==> src/rtl/bitmanip_clmul_iter.sv <==
`default_nettype none
// +----------------------------------------------------------------------+
// | bitmanip_clmul_iter: iterative carry-less multiply (clmul/h/r),      |
// | STEP bits of B per cycle.                  Rev 1.0                   |
// +----------------------------------------------------------------------+
module bitmanip_clmul_iter #(
  parameter int WIDTH = 32,
  parameter int STEP  = 4
) (
  input  logic             clk,
  input  logic             reset,
  input  logic             Start,
  input  logic             Flush,
  input  logic [WIDTH-1:0] A,
  input  logic [WIDTH-1:0] B,
  input  logic [2:0]       Funct3,
  output logic             Busy,
  output logic             Done,
  output logic [WIDTH-1:0] Result
);

  localparam int N  = WIDTH / STEP;
  localparam int CW = $clog2(N) + 1;

  typedef enum logic [1:0] {
    IDLE = 2'd0,
    RUN  = 2'd1,
    DONE = 2'd2
  } state_t;

  state_t               state_q;
  logic [2*WIDTH-1:0]   a_q;
  logic [2*WIDTH-1:0]   p_q;
  logic [2*WIDTH-1:0]   p_d;
  logic [WIDTH-1:0]     b_q;
  logic [WIDTH-1:0]     result_q;
  logic [WIDTH-1:0]     result_d;
  logic [2:0]           f3_q;
  logic [CW-1:0]        cnt_q;
  logic                 busy_q;
  logic                 done_q;

  // a_q is pre-shifted by cnt*STEP and b_q pre-shifted right, so only the
  // low STEP bits of B and small fixed shifts of A are needed each cycle.
  always_comb begin
    p_d = p_q;
    for (int i = 0; i < STEP; i++) begin
      if (b_q[i]) begin
        p_d = p_d ^ (a_q << i);
      end
    end
  end

  always_comb begin
    case (f3_q)
      3'b001:  result_d = p_d[WIDTH-1:0];
      3'b011:  result_d = p_d[2*WIDTH-1:WIDTH];
      3'b010:  result_d = p_d[2*WIDTH-2:WIDTH-1];
      default: result_d = '0;
    endcase
  end

  always_ff @(posedge clk or negedge reset) begin
    if (!reset) begin
      state_q  <= IDLE;
      a_q      <= '0;
      b_q      <= '0;
      p_q      <= '0;
      f3_q     <= '0;
      cnt_q    <= '0;
      result_q <= '0;
      busy_q   <= 1'b0;
      done_q   <= 1'b0;
    end else if (Flush) begin
      state_q <= IDLE;
      cnt_q   <= '0;
      busy_q  <= 1'b0;
      done_q  <= 1'b0;
    end else begin
      case (state_q)
        RUN: begin
          p_q   <= p_d;
          a_q   <= a_q << STEP;
          b_q   <= b_q >> STEP;
          cnt_q <= cnt_q + 1'b1;
          if (cnt_q == CW'(N - 1)) begin
            state_q  <= DONE;
            result_q <= result_d;
            busy_q   <= 1'b0;
            done_q   <= 1'b1;
          end
        end
        default: begin
          done_q <= 1'b0;
          if (Start) begin
            state_q <= RUN;
            a_q     <= {{WIDTH{1'b0}}, A};
            b_q     <= B;
            f3_q    <= Funct3;
            p_q     <= '0;
            cnt_q   <= '0;
            busy_q  <= 1'b1;
          end else begin
            state_q <= IDLE;
            busy_q  <= 1'b0;
          end
        end
      endcase
    end
  end

  assign Busy   = busy_q;
  assign Done   = done_q;
  assign Result = result_q;

endmodule
`default_nettype wire

==> config.mk <==
export PLATFORM = sky130hd
export DESIGN_NAME = bitmanip_clmul_iter
export DESIGN_NICKNAME = d
export VERILOG_FILES = /design/src/rtl/bitmanip_clmul_iter.sv
export SDC_FILE = /design/constraint.sdc
export NUM_CORES = 1
export LEC_CHECK = 0
export CAP_MARGIN = 20
export CORE_MARGIN = 3
export CORE_UTILIZATION = 50
export DETAILED_ROUTE_END_ITERATION = 10
export GPL_TIMING_DRIVEN = 0
export PLACE_DENSITY = 0.68
export SLEW_MARGIN = 10
export SYNTH_ARGS = -nofsm -noshare
export SYNTH_HDL_FRONTEND = slang
export SYNTH_SLANG_ARGS = --single-unit
==> constraint.sdc <==
create_clock -name clk -period 2.7 [get_ports clk]
set_input_delay 0.54 -clock clk [delete_from_list [all_inputs] [get_ports clk]]
set_output_delay 0.54 -clock clk [all_outputs]
set_load 0.05 [all_outputs]
### Yosys cells after proc, flatten, opt, wreduce, memory -nomap -nowiden

Index checks and enable logic that the tools add are counted.

* bits of input ports: 71
* flip-flop bits (word level): 203
* output and inout bits: 34

* bitwise gates (word level): 6
* reduce and logical (&&, ||, !) cells: 5
* equality and inequality tests: 6
* add/subtract/negate cells: 1
* mux-type cells: 25

Operator list (number)
* 64-bit two-way mux: 8
* 64-bit XOR: 4
* 32-bit case mux with 3 select lines: 1
* 32-bit two-way mux: 2
* 4-bit two-way mux: 3
* 1-bit two-way mux: 8
* 3-bit by 2-bit == test with 1-bit output, second input constant: 2
* 2-bit two-way mux: 3
* 3-bit AND reduction: 2
* 4-bit by 1-bit adder with 4-bit output, second input constant: 1
* 4-bit by 3-bit == test with 1-bit output, second input constant: 1
* 3-bit by 1-bit == test with 1-bit output, second input constant: 1
* 3-bit inequality test, second input constant: 1
* 3-bit nonzero test: 1
* 2-bit by 1-bit == test with 1-bit output, second input constant: 1
* 1-bit inverter: 2
* 2-bit AND reduction: 1
* 2-bit nonzero test: 1

### Longest topological paths before layout

* word-level depth: 9
* mapped depth: 9
* mapped depth without buffers: 6

### Least setup slack after synthesis

Ideal clock, no wire load.

* path type: flip-flop to flip-flop
* start: register Done (netlist name)
* end: register result_q[23], in the netlist Result[23]
* required time: 2.613 ns
* cell stages (with the launch flop): 9
* path buffers: 3
* library setup time: 0.087 ns
* path slack: 0.295 ns
* arrival time: 2.319 ns
* cells stage by stage: dfrtp_1 nand2b_4 buf_6 or3_1 buf_2 or3_1 buf_2 or3_1 o211ai_1

RTL lines
* end signal, assigned: line 88 `result_q <= result_d;`
* end, declared: line 36 `logic [WIDTH-1:0] result_q;`

### Final worst setup path

* start: register b_q[2]
* end: register result_q[20], in the netlist Result[20]

* longest elaborated chain between the ends: 4

Ends and longest elaborated chain
* start, declared: line 35 `logic [WIDTH-1:0] b_q;`
* start signal, assigned: line 84 `b_q <= b_q >> STEP;`
* 64-bit two-way mux *: line 48 `if (b_q[i]) begin`
* 64-bit XOR: line 49 `p_d = p_d ^ (a_q << i);`
* 64-bit two-way mux *: line 48
* 32-bit case mux with 3 select lines *: line 55 `case (f3_q)`

Every way passes the cells marked *; elsewhere a longest branch is shown, timed or not.
A chain may end at the register's enable or synchronous reset.

==> metrics <==
Post-synth EDFFs 0; Core ar. 23610 um2; CP max-delay cell clkbuf_1; Post-CTS Setup Bufs 0; WL met3 3.259 mm; Synth area leaders dfrtp_1 (42%), xnor3_1 (11%), nand2_1 (9.8%); Synth top area share 41.63%; WS Path Type flip-flop to flip-flop; vias in the first global route 9920; Post-Syn Nets 1283; IO Count 105; Post-Syn Instances 1211; DRT antenna net count 0; Port-buffer cells 103; Syn-to-layout area delta 19.40%; FFs w/ async S/R, synth 100.0%; status finished clean; CTS tree built; most frequent cells in the layout nand2_1 (316), dfrtp_1 (200), clkdlybuf4s50_1 (102), o21ai_0 (94), a22o_1 (86); Worst setup SP type flip-flop; WL met1 15.30 mm; drt via density 5.902; drt pass-1 iters 5; crit-path cells buf_2 > clkbuf_1 > nand2_1 > xnor3_1 > xnor2_1 > a22oi_1 > o21ai_1; row count 56; Cell variety after synth 46; RSZ-0062 raised after global routing yes; Worst Path Max Fanout 10; PD cells 779.0 nW/um2; CTS root buffer clkbuf_16; Stages on worst setup path 7; mean post-synth cell area 9.977 um2; data required time at the worst endpoint 3.15 ns; clock tree buffer depth 3; WP buf/inv 2; Max stage delay on crit path 0.58 ns; Synth Flop Type dfrtp_1; die width 161.4 um; reg2reg path depth 7; Final Cycle Share 97.26%; die span in y 161.4 um; final-stage net count 1414; Reg clk slew, reported paths 0.06 ns; share of the yosys chip area belonging to registers 41.63%; Worst VDD drop 0.5341 mV; Inst Count DP 1636; Mapped Area 12080 um2; clk_skew 0.02257 ns; Layout Cells excl Fill 1680; global route overflow 0; met2 WL post-DR 17.47 mm; element type at the critical path end flip-flop; Final Util 61.09%; WL final 37.74 mm; Overall Global Routing Usage 29.00%; leakage 0.006582 uW; Total Neg Setup Slack 0 ns; maximum number of pins on one net before global-route repair 89; min Tclk post-route 2.626 ns; clk sinks 201; yosys warns 0; Initial Util 51.17%; Final Hold Fails 0; Slew @ Worst Pin 0.8102 ns; GPL Wtd Cong 0.9043; H-tree levels 1; #FFs+latches synth 201; commonest non-fill, non-tap cell in the layout nand2_1; WL per Instance 22.46 um; critical path's top delay family buffers and inverters; first-pass GRT wire length 58.25 mm; Critical Path AT 3.08 ns; Skew-Pair Late Insertion Delay 0.53 ns; number of remaining DRC errors 0; layout cells sized above 1 6.397%; via count 9915; total CTS buffers 24; # setup viols final 0; Peak Freq 0.3808 GHz; Synth area leader dfrtp_1; highest routed metal layer met4; Rel. slew slack 45.99%; DP HPWL 27.05 mm; max-cap check violation count 0; DRT iter0 DRCs 807; worst hold path class primary input to flip-flop; Slew Limit Fails 0; worst hold path cell count 2; antenna violations before repair 0; full die area 26060 um2
[what timing repair did]
action | CTS | global route
setup endpoints to repair | 168 | 152
hold buffers | 1 | 0
hold endpoints to repair | 29 | 0
gates resized for setup | 17 | 17
[through the flow]
stage          hold WS [ns]  worst slack, ns  power (uW)  instance area, um2
2_1_floorplan        0.2444           0.2948        6419               12080
3_3_place_gp         0.4603           -7.705        7818               13510
3_5_place_dp         0.4133          -0.5743        7893               13580
4_1_cts              0.2416         0.005629       11190               14400
5_1_grt              0.2639        -0.001751       11640               14420
6_report             0.2589          0.07410       11240               14430
[area by class of cell]
type | count | area [um2]
sequential | 201 | 5031
inverter | 17 | 63.81
timing repair buffer | 107 | 1106
multi-input combinational | 901 | 6631
tap | 319 | 399.1
antenna | 1 | 2.502
clock buffer | 38 | 734.5
buffer | 90 | 399.1
clock inverter | 6 | 57.56
fill | 2035 | 9188
[routing by layer]
metal  global-route usage [%]  vias up
met5                        0        -
met4                    11.89        0
li1                         -     4466
met1                    38.97     4940
met3                    6.078       77
met2                    46.14      432
[kinds of logic after synthesis]
group / count (synthesis) / share of synthesized area (%)
xor gates and xnor gates: 205 / 21.81
and+or+nand+nor: 366 / 12.41
AOI/OAI and AO/OA: 270 / 15.49
DFF: 201 / 41.63
buffers and inverters: 109 / 3.635
muxes: 59 / 4.919
adders and majority gates: 1 / 0.1035
[worst paths after layout]
check	startpoint	endpoint	slack, ns
setup / recovery	b_q[2]$_DFFE_PN0P_	Result[20]$_DFFE_PN0P_	0.07
hold / removal	Flush	cnt_q[3]$_DFFE_PN0P_	0.26
setup reg to reg	b_q[2]$_DFFE_PN0P_	Result[20]$_DFFE_PN0P_	0.07
hold reg to reg	b_q[8]$_DFFE_PN0P_	b_q[8]$_DFFE_PN0P_	0.48
max in group asynchronous	reset	p_q[34]$_DFFE_PN0P_	1.06
min in group asynchronous	reset	a_q[26]$_DFFE_PN0P_	0.46
[synthesized netlist by cell type (4+ instances only)]
cell and count:
nand2_1 316, dfrtp_1 201, o21ai_0 94, a22o_1 86
xnor2_1 75, xor2_1 69, clkbuf_1 68, xnor3_1 61
mux2i_1 56, a22oi_1 29, a21oi_1 20, or3_1 20
inv_1 17, a32oi_1 14, buf_1 12, buf_2 9
nor2_1 9, nor3b_1 5, o21ai_1 5, a2bb2oi_1 4
nor3_1 4
[flip-flops by register name (all words and copies together), names as in the netlist]
register / flops
f3_q: 3
cnt_q: 4
state_q: 1
Result: 32
a_q: 64
b_q: 32
p_q: 64
Done: 1
[report_power, final]
part / switching [uW] / internal, uW / total (uW) / leakage, uW
logic: 2320 / 1630 / 3950 / 0.00359
registers: 509 / 3500 / 4010 / 0.00260
clock network: 1330 / 1950 / 3280 / 0.000389
total: 4160 / 7080 / 11200 / 0.00658
Power figures use the tool's default switching activity.
